## src/rtl/issue_scoreboard.sv

```systemverilog
// rtl/issue_scoreboard.sv - register scoreboard with hazard stall, flush FSM and stall counter
module issue_scoreboard #(
  parameter int CNT_W = 16
) (
  input  logic             clk,
  input  logic             rst,
  input  logic             issue_valid_i,
  input  logic [4:0]       rs1_address_i,
  input  logic [4:0]       rs2_address_i,
  input  logic             rs1_used_i,
  input  logic             rs2_used_i,
  input  logic [4:0]       rd_address_i,
  input  logic             rd_write_i,
  input  logic             wb_valid_i,
  input  logic [4:0]       wb_rd_i,
  input  logic             flush_i,
  output logic             stall_o,
  output logic [31:0]      pending_o,
  output logic [1:0]       state_o,
  output logic [CNT_W-1:0] stall_cycles_o
);

  localparam logic [1:0] ST_RUN   = 2'd0;
  localparam logic [1:0] ST_STALL = 2'd1;
  localparam logic [1:0] ST_FLUSH = 2'd2;

  logic [31:0]      pending_q;
  logic [31:0]      pending_d;
  logic [31:0]      wb_mask;
  logic [31:0]      set_mask;
  logic [31:0]      visible;
  logic [1:0]       state_q;
  logic [1:0]       state_d;
  logic [CNT_W-1:0] stall_cycles_q;
  logic             hazard;
  logic             accept;

  // Writeback bypass: a register retiring this cycle no longer blocks issue.
  always_comb begin
    wb_mask = '0;
    if (wb_valid_i) wb_mask[wb_rd_i] = 1'b1;
    visible = pending_q & ~wb_mask;
    hazard  = issue_valid_i &
              ((rs1_used_i & visible[rs1_address_i]) |
               (rs2_used_i & visible[rs2_address_i]) |
               (rd_write_i & visible[rd_address_i]));
  end

  // Compute the next pending vector; set beats same-cycle clear, flush beats both.
  always_comb begin
    accept   = issue_valid_i & ~stall_o;
    set_mask = '0;
    if (accept && rd_write_i) set_mask[rd_address_i] = 1'b1;
    set_mask[0] = 1'b0;
    if (flush_i) pending_d = '0;
    else         pending_d = (pending_q & ~wb_mask) | set_mask;
    pending_d[0] = 1'b0;
  end

  // Pending register; x0 is never tracked.
  always_ff @(posedge clk) begin
    if (rst) pending_q <= '0;
    else     pending_q <= pending_d;
  end

  // FSM state register.
  always_ff @(posedge clk) begin
    if (rst) state_q <= ST_RUN;
    else     state_q <= state_d;
  end

  // FSM next state; flush overrides every transition.
  always_comb begin
    state_d = ST_RUN;
    if (flush_i) begin
      state_d = ST_FLUSH;
    end else begin
      case (state_q)
        ST_RUN:   state_d = hazard ? ST_STALL : ST_RUN;
        ST_STALL: state_d = hazard ? ST_STALL : ST_RUN;
        ST_FLUSH: state_d = ST_RUN;
        default:  state_d = ST_RUN;
      endcase
    end
  end

  // FSM outputs; stall reacts combinationally to hazard and flush.
  always_comb begin
    stall_o = hazard | (state_q == ST_FLUSH) | flush_i;
    state_o = state_q;
  end

  // Saturating count of stalled cycles.
  always_ff @(posedge clk) begin
    if (rst)
      stall_cycles_q <= '0;
    else if (stall_o && (stall_cycles_q != {CNT_W{1'b1}}))
      stall_cycles_q <= stall_cycles_q + 1'b1;
  end

  assign pending_o      = {pending_q[31:1], 1'b0};
  assign stall_cycles_o = stall_cycles_q;

endmodule

```

## config.mk

```make
export PLATFORM = sky130hd
export DESIGN_NAME = issue_scoreboard
export DESIGN_NICKNAME = d
export VERILOG_FILES = /design/src/rtl/issue_scoreboard.sv
export SDC_FILE = /design/constraint.sdc
export NUM_CORES = 1
export LEC_CHECK = 0
export BUFFER_PORTS_ARGS = -buffer_cell sky130_fd_sc_hd__buf_2
export CAP_MARGIN = 0
export CORE_UTILIZATION = 45
export CTS_CLUSTER_DIAMETER = 120
export DETAILED_ROUTE_END_ITERATION = 8
export GPL_TIMING_DRIVEN = 0
export PLACE_DENSITY = 0.71
export SLEW_MARGIN = 30
export SYNTH_ARGS = -nofsm -noshare
export SYNTH_HDL_FRONTEND = slang
export SYNTH_SLANG_ARGS = --single-unit
```

## constraint.sdc

```tcl
create_clock -name clk -period 4.05 [get_ports clk]
set_input_delay 0.405 -clock clk [delete_from_list [all_inputs] [get_ports clk]]
set_output_delay 0.405 -clock clk [all_outputs]
set_load 0.005 [all_outputs]
```

**After elaboration in Yosys (flattened, before gate mapping)**

Cells that the tools add are included.
W data, S select, Z words.

- Add/sub/neg operators: 1
- Multiply operators: 0
- Divide/modulo/power cells: 0
- Magnitude comparators: 6
- Equal/unequal tests: 3
- Shift operators: 0
- Mux-type cells: 15
- Bitwise logic cells: 14
- Reduce and logical (&&, ||, !) cells: 8

Operators with widths:

| kind | number |
|---|---|
| $mux W32 | 2 |
| $and A32 B32 Y32 | 1 |
| $not A32 Y32 | 1 |
| $or A32 B32 Y32 | 1 |
| $lt A5 B6 Y1 const B | 4 |
| $add A16 B1 Y16 const B | 1 |
| $ne A16 B16 Y1 const B | 1 |
| $bmux W1 S5 | 3 |
| $demux W1 S5 | 2 |
| $ge A5 B1 Y1 const B | 2 |
| $mux W1 | 7 |
| $and A1 B1 Y1 | 5 |
| $logic_and A1 B1 Y1 | 4 |
| $or A1 B1 Y1 | 4 |
| $reduce_or A2 Y1 | 2 |
| $reduce_or A3 Y1 | 1 |
| $eq A2 B1 Y1 const B | 1 |
| $eq A2 B2 Y1 const B | 1 |
| $logic_not A2 Y1 | 1 |
| $mux W2 | 1 |
| $not A1 Y1 | 2 |

- Bits in registers: 50
- Latch bits: 0
- Bits in writable memories: 0
- Bits in read-only memories: 0
- Word-level logic and storage cells: 52
- Memories kept: 0

**Depth between registers and ports, before layout**

Gate-level depths: netlist (run 1).

- Depth after elaboration: 20
- Mapped depth: 13
- Depth with buffers taken out: 10

**Worst setup path before layout (run 1)**

OpenSTA, ideal clock, no wires.

- Path kind: input -> register
- Start: input wb_valid_i
- End: register stall_cycles_q[8], in the netlist stall_cycles_o[8]
- Setup time: 121 ps
- Data arrival time: 3000 ps
- Path slack: 930 ps
- Stages on the path: 12
- Path buffers: 3
- Cells stage by stage: buf_2 and4_1 clkbuf_1 a311oi_2 a21o_1 o21ai_0 or4_1 o211ai_4 a21oi_2 buf_2 nor4b_1 mux2_2

- Cells in the longest elaborated chain, start to end: 12

Ends and longest elaborated chain:

| what | line | text |
|---|---|---|
| start, declared | 14 | `input logic wb_valid_i,` |
| $mux W32 * | 41 | `if (wb_valid_i) wb_mask[wb_rd_i] = 1'b1;` |
| $not A32 Y32 * | 42 | `visible = pending_q & ~wb_mask;` |
| $and A32 B32 Y32 * | 42 |  |
| $bmux W1 S5 (on tied branches) | 44, 45 |  |
| $mux W1 (on tied branches) | 44, 45 |  |
| $and A1 B1 Y1 (on tied branches) | 44, 45 |  |
| $or A1 B1 Y1 | 44 | `((rs1_used_i & visible[rs1_address_i]) \|` |
| $or A1 B1 Y1 * | 45 | `(rs2_used_i & visible[rs2_address_i]) \|` |
| $and A1 B1 Y1 * | 43 | `hazard = issue_valid_i &` |
| $or A1 B1 Y1 * (2 in a row) | 89 | `stall_o = hazard \| (state_q == ST_FLUSH) \| flush_i;` |
| $logic_and A1 B1 Y1 * | 97 | `else if (stall_o && (stall_cycles_q != {CNT_W{1'b1}}))` |
| end signal, assigned | 98 | `stall_cycles_q <= stall_cycles_q + 1'b1;` |
| end, declared | 34 | `logic [CNT_W-1:0] stall_cycles_q;` |

Mark *: on every way between the ends. The rest lies on a longest branch, timed or not. The select of a mux whose other input is x is not followed.
A chain may end at the register's enable or synchronous reset.

**Final worst setup path (run 1)**

- Start: input wb_rd_i[4]
- End: output stall_o

- Cells in the longest elaborated chain, start to end: 15

Ends and longest elaborated chain:

| what | line | text |
|---|---|---|
| start, declared | 15 | `input logic [4:0] wb_rd_i,` |
| $lt A5 B6 Y1 (implied by the code) or $ge A5 B1 Y1 (tied branches) | 41 |  |
| $logic_and A1 B1 Y1 (implied by the code) | 41 |  |
| $mux W1 (implied by the code) | 41 |  |
| $demux W1 S5 * | 41 |  |
| $mux W32 * | 41 |  |
| $not A32 Y32 * | 42 |  |
| $and A32 B32 Y32 * | 42 |  |
| $bmux W1 S5 (on tied branches) | 44, 45 |  |
| $mux W1 (on tied branches) | 44, 45 |  |
| $and A1 B1 Y1 (on tied branches) | 44, 45 |  |
| $or A1 B1 Y1 | 44 |  |
| $or A1 B1 Y1 * | 45 |  |
| $and A1 B1 Y1 * | 43 |  |
| $or A1 B1 Y1 * (2 in a row) | 89 |  |
| end, declared | 17 | `output logic stall_o,` |

Marks and branches as above.

==> results by group, run 1 <==
Setup path
  – R2R Path End: pending_q[20]
  – Reg2Reg Setup Slack: 710 ps
  – Crit. End Element: output pin
  – Crit-path max cell delay: 570 ps
  – Logic depth of the worst register-to-register path: 9
  – Ordered cell list for the critical path: buf_2 > nand4bb_1 > o21ai_1 > mux2i_1 > a2111o_1 > a31oi_1 > o211ai_4 > a21oi_2 > buf_2 > inv_1 > buf_2
  – Maximum fanout along the worst path: 10
  – R2r startpoint: pending_q[6]
  – Critical setup path kind: in2out
  – Cell with the biggest individual delay on the critical path: o21ai_1
  – Bufs and invs on worst path: 4
  – Most frequent CP cell: buf_2
  – Arrival time reported for the critical path endpoint: 3550 ps
  – Critical Path Source Type: primary input
  – Top Family by Delay on Critical Path: compound AO/OA/AOI/OAI gates
  – Data required time of the critical path: 3640 ps

STA
  – Slew headroom: 0.329
  – Worst setup skew after layout: about 5.2 ps
  – Total of endpoints with negative setup slack in the final report: 0
  – Final critical path time including I/O delays and setup: 3960 ps
  – Part of the cycle the worst path needs: 0.977
  – Least-Margin Pin Slew: roughly 1000 ps
  – Max frequency: 0.253 GHz
  – RSZ-0062 raised after global routing: no
  – Total count of hold-check failures in the final report: 0
  – Number of pins with negative max-slew slack in the final report: 0

Synth
  – Number of flops mapped to enable cells by yosys: 0
  – Net count of the mapped netlist: approximately 500
  – Register bit count reported by yosys: 49
  – Synthesized netlist cell count: ~480
  – Mean cell area of the mapped netlist: 7.75 sq um
  – Post-synth ARST share: 0
  – Distinct cells, synth: 65
  – Sequential element share of the synthesized area: 0.265
  – Main flop type after synthesis: dfxtp_1
  – Cell area after synthesis: 3700 sq um
  – Warning count from the yosys run: 0

Job
  – Max capacitance violation total: 0

Detailed routing
  – Detailed-route vias per instance: 6.41
  – Average wire length per cell after detail routing: 20.5 um
  – Routed wire length: 13500 um
  – DRC Markers: 0
  – DRT met1 WL: 5670 um
  – Detailed Route Iter0 Violations: around 430
  – Count of antenna-violating nets left after detailed routing: 0
  – DR vias: between 4000 and 5000
  – Number of search-and-repair iterations in the first detailed-routing pass: 7
  – Highest metal layer with signal wires: met4
  – Metal3 WL: about 1300 um
  – Met2 wire len: between 5000 and 6000 um

Worst hold path
  – Min-Delay Endpoint: state_o[1]
  – Min-Delay Startpoint: flush_i
  – Class of the worst hold path: in2reg
  – Hold-critical path depth: 2

Finish
  – Total area of multi-input combinational cells: 2540 sq um
  – Layout area overhead: 16.6%
  – Fill cell total of the finished layout: 798
  – Count of inserted antenna diode cells: 0
  – Final layout net count: between 500 and 600
  – Final Instance Area: 4310 sq um
  – Leading cell type in the layout, fill and taps excluded: buf_2
  – Area taken by flip-flops and latches: 981 sq um
  – Most frequent cells in the layout: buf_2, nand2_1, dfxtp_1, mux2i_1, a21oi_1
  – Ratio of cells with drive above 1 in the final layout: 0.225

Pwr
  – Worst supply voltage drop on vdd: ~150 uV
  – Internal portion of total power: 707 uW
  – Power per cell area: 234 nW/um^2
  – Power share of the clock group: 0.322
  – Share of power burned in combinational logic: 0.191
  – Power share of the sequential group: 0.487
  – Switch share: 0.300
  – Net switching component of the power: between 300 and 400 uW
  – Static leakage: 1.63 nW
  – Total power consumption of the routed design: 1.01 mW

Global route
  – Leftover overflow at the end of global routing: 0
  – Number of antenna violations at the first check in global routing: 0
  – Largest net degree at the start of global routing: 16
  – Gr usage total: 0.312
  – Via count of the first global-routing pass: 3842
  – First-pass GRT wire length: roughly 21000 um

Outcome
  – Outcome: complete, no violations

Clock network
  – H-tree levels: 2
  – Setup fix buffers added after clock tree synthesis: 0
  – Clock Path Buffers: 2
  – Clock tree from TritonCTS: done
  – CTS root buf: clkbuf_8
  – Clock latency on the worst-skew pair: 310 ps
  – Num CTS Buffers: 5
  – CTS clock-pin slew for the worst setup and hold paths: about 90 ps
  – Clock sink count: 49

Die
  – Floorplan core area: 7850 sq um
  – Effective utilization at floorplan: 0.471
  – Floorplan die area: 8590 sq um
  – Row count: 32
  – Vertical extent of the die: 92.7 um
  – X dimension of the die: 92.7 um
  – Number of top-level pins: 79

Placed design
  – GPL Wtd Cong: 1.02
  – Half-perimeter wire length after detailed placement: 10200 um
  – Buffers added on ports: 70
  – Post-place instance area: 4180 sq um
[cell families after synthesis]
group	Yosys count	share of synthesized area
xor+xnor	5	0.0118
fa+ha+maj	1	0.00338
mux	52	0.151
simple gates	190	0.282
flops	49	0.265
other cells	1	0.00101
buf+inv	49	0.0565
compound gates	130	0.229
[state kept, by name (all words and copies together) (netlist names)]
signal	flops
pending_q	31
stall_cycles_o	16
state_o	2
[worst max path at each step]
stage                           from                end  depth (start not counted)
after CTS                 wb_rd_i[4]            stall_o                         11
final                     wb_rd_i[4]            stall_o                         11
after detailed placement  wb_rd_i[4]      pending_q[16]                         10
after global routing      wb_rd_i[4]            stall_o                         11
after global placement    wb_rd_i[4]      pending_q[20]                         10
after floorplan           wb_valid_i  stall_cycles_o[8]                         12
[per-stage QoR]
stage | cells | util | hold slack, ps | TNS (ps) | setup slack [ps]
after floorplan | 477 | - | 467 | 0 | 930
after global placement | 649 | 0.532 | 468 | -228 | -53.2
after detailed placement | 649 | 0.532 | 474 | -146 | -36.6
after CTS | 657 | 0.546 | 368 | 0 | 22.8
after global routing | 657 | 0.549 | 388 | 0 | 17.9
final | 657 | 0.549 | 369 | 0 | 92.8
[layer usage]
metal  global-route usage  vias up
met4                0.160        0
met5                    0        -
met3               0.0591       48
li1                     -     1955
met1                0.415     1947
met2                0.480      263
[worst register-to-register path: stages, from the launching register on]
cell       delay (ps)
dfxtp_1           410
mux2i_1           240
and3b_1           200
a2111oi_0         470
nor4b_1           120
a31oi_1           440
o211ai_4          230
nor4_2            860
nand2_1           130
a21oi_1           180
[synth_stat cells, types with 10 or more instances]
cell type,instances,area (sq um)
inv_1,12,45.0
nor2_1,27,101
mux2i_1,39,390
a311oi_1,15,131
buf_2,14,70.1
nor3_1,17,85.1
nor4_1,10,62.6
clkbuf_1,16,60.1
dfxtp_1,49,981
nand3_1,23,115
o21ai_0,40,200
mux2_2,11,124
nand2_1,53,199
a21oi_1,39,195
[area by class of cell]
type	count	area share
Buffer	35	0.0363
Clock buffer	7	0.0223
Clock inverter	1	0.00203
Inverter	14	0.0122
Multi-Input combinational cell	379	0.589
Sequential cell	49	0.228
Tap cell	102	0.0296
Timing Repair Buffer	70	0.0813
[what timing repair did]
item	in CTS	in global routing
resized for setup	0	5
endpoints found under the hold margin	0	0
setup endpoints to repair	0	6
hold buffers	0	0
[power by group through the flow]
| stage | registers [mW] | clock network, mW | logic, mW |
|---|---|---|---|
| after floorplan | 0.502 | 0 | 0.123 |
| after global placement | 0.503 | 0 | 0.183 |
| after detailed placement | 0.503 | 0 | 0.185 |
| after CTS | 0.492 | 0.331 | 0.186 |
| after global routing | 0.493 | 0.349 | 0.208 |
| final | 0.492 | 0.326 | 0.193 |
No activity file was read; power rests on OpenSTA's default activity.
==> inputs of run 2 (changes only) <==
Settings changed: CORE_UTILIZATION 45 to 35, PLACE_DENSITY 0.71 to 0.58, RECOVER_POWER from default to 25.
==> run 2 against run 1 <==
Effect of this change: power fell by 0.77%; worst setup slack improved by 100 ps; cell count rose by 5.2%; hold slack got worse by 29 ps; sequential share of layout area did not move; clock skew rose by 10 ps; critical endpoint unchanged; highest routed layer unchanged.
==> results by group, run 2 (same netlist as run 1, synthesis figures left out) <==
Clock network
  – Clock latency on the worst-skew pair: about 320 ps
  – Clock sink count: 49
  – Clock Path Buffers: 2
  – Clock tree from TritonCTS: done
  – CTS clock-pin slew for the worst setup and hold paths: 110 ps
  – H-tree levels: 2
  – Hold buffers post-CTS: 0
  – Num CTS Buffers: 5
  – CTS root buf: clkbuf_8

Detailed routing
  – DR vias: 4300
  – Detailed-route vias per instance: 6.22
  – Detailed Route Iter0 Violations: 416
  – Count of antenna-violating nets left after detailed routing: 0
  – Average wire length per cell after detail routing: 19.8 um
  – Routed wire length: 13700 um
  – DRC Markers: 0
  – Number of search-and-repair iterations in the first detailed-routing pass: 5

Setup path
  – Data required time of the critical path: 3640 ps
  – Reg2Reg Setup Slack: 720 ps
  – Critical Path Source Type: primary input
  – Ordered cell list for the critical path: buf_2 > buf_2 > nand2b_1 > o21ai_1 > mux2i_1 > a2111o_1 > a31oi_1 > o211ai_4 > a21oi_2 > buf_2 > inv_1 > buf_2
  – Arrival time reported for the critical path endpoint: 3450 ps
  – R2r startpoint: pending_q[7]
  – Top Family by Delay on Critical Path: compound AO/OA/AOI/OAI gates
  – Critical setup path kind: in2out
  – Cell with the biggest individual delay on the critical path: o21ai_1
  – Logic depth of the worst register-to-register path: 9
  – R2R Path End: pending_q[20]
  – Bufs and invs on worst path: 5
  – Crit. End Element: output pin
  – Critical path depth in cells: 12
  – Maximum fanout along the worst path: 10
  – Most frequent CP cell: buf_2
  – Crit-path max cell delay: 510 ps

Outcome
  – Outcome: complete, no violations

Worst hold path
  – Min-Delay Startpoint: flush_i
  – Hold-critical path depth: 2
  – Min-Delay Endpoint: state_o[1]
  – Class of the worst hold path: in2reg

Finish
  – Leading cell type in the layout, fill and taps excluded: buf_2
  – Layout area overhead: 16.6%
  – Count of inserted antenna diode cells: 0
  – Largest register FFs: 31
  – Filler-free cell count of the finished design: 691
  – Largest register by flop count: pending_q
  – Most frequent cells in the layout: buf_2, nand2_1, dfxtp_1, mux2i_1, a21oi_1
  – Ratio of cells with drive above 1 in the final layout: 0.195
  – Final layout net count: around 580

STA
  – Total count of hold-check failures in the final report: 0
  – Number of pins with negative max-slew slack in the final report: 0
  – Slew headroom: 0.376
  – Final sum of negative setup slack: 0 ps
  – Total of endpoints with negative setup slack in the final report: 0
  – Max frequency: 0.259 GHz
  – RSZ-0062 raised after global routing: no
  – Least-Margin Pin Slew: 929 ps
  – Final critical path time including I/O delays and setup: 3860 ps
  – Part of the cycle the worst path needs: 0.952
  – Worst setup skew after layout: 15.3 ps

Pwr
  – Power per cell area: 232 nW/um^2
  – Switch share: 0.313
  – Static leakage: 1.57 nW
  – Share of power burned in combinational logic: 0.192
  – Power share of the clock group: 0.317
  – Net switching component of the power: 314 uW
  – Power share of the sequential group: 0.491
  – Internal portion of total power: 688 uW
  – Worst supply voltage drop on vdd: 141 uV

Global route
  – Via count of the first global-routing pass: 3941
  – Gr usage total: 0.248
  – Leftover overflow at the end of global routing: 0
  – Number of antenna violations at the first check in global routing: 0
  – Largest net degree at the start of global routing: 16
  – First-pass GRT wire length: between 20000 and 25000 um

Placed design
  – Placed instance count: around 680
  – GPL Wtd Cong: 0.976
  – Half-perimeter wire length after detailed placement: about 10000 um
  – Buffers added on ports: 70

Die
  – Vertical extent of the die: 105 um
  – Floorplan die area: 11000 sq um
  – Row count: 37
  – Number of top-level pins: 79
  – Effective utilization at floorplan: 0.360
  – X dimension of the die: 105 um
  – Floorplan core area: 10300 sq um

Job
  – Max capacitance violation total: 0
==> run 2: power by group through the flow <==
stage / logic (mW) / clock network, mW / registers (mW)
after detailed placement: 0.186 / 0 / 0.503
after global placement: 0.185 / 0 / 0.503
final: 0.192 / 0.318 / 0.492
after CTS: 0.187 / 0.322 / 0.492
after global routing: 0.206 / 0.343 / 0.493
after floorplan: 0.123 / 0 / 0.502
==> run 2: per-stage QoR <==
stage | instance area (sq um) | hold WS [ps] | utilization | power (mW) | setup slack, ps
final | 4310 | 340 | 0.420 | 1.00 | 193
after global routing | 4310 | 362 | 0.420 | 1.04 | 23.5
after CTS | 4320 | 334 | 0.420 | 1.00 | 88.2
after detailed placement | 4220 | 472 | 0.411 | 0.689 | -18.3
after global placement | 4220 | 475 | 0.411 | 0.688 | 15.2
after floorplan | 3700 | 467 | - | 0.625 | 930
==> run 2: worst max path at each step <==
stage | from | endpoint | slack, ps
finish | wb_rd_i[0] | stall_o | 190
detailed placement | wb_rd_i[0] | pending_q[20] | -20
floorplan | wb_valid_i | stall_cycles_o[8] | 930
global route | wb_rd_i[0] | stall_o | 20
CTS | wb_rd_i[0] | stall_o | 90
global placement | wb_valid_i | pending_q[20] | 20
==> run 2: cell type report <==
type / count / area (sq um)
inverters: 14 / 52.6
clock buffers: 6 / 82.6
repair buffers: 70 / 333
clock inverters: 2 / 13.8
plain buffers: 35 / 156
multi-input cells: 379 / 2520
fillers: 1103 / 5970
flip-flops and latches: 49 / 981
well taps: 136 / 170
==> run 2: what timing repair did <==
action                                  4_1_cts  5_1_grt
endpoints found under the hold margin         0        0
gates resized for setup                       0        4
endpoints found under the setup margin        0        2
setup buffers                                 0        0
==> run 2: layer usage <==
metal | track usage | vias up | wire length, um
li1 | - | 1960 | -
met1 | 0.345 | 2072 | 6030
met2 | 0.386 | 234 | 6110
met3 | 0.0293 | 34 | 1100
met4 | 0.106 | 0 | 418
met5 | 0 | - | 0
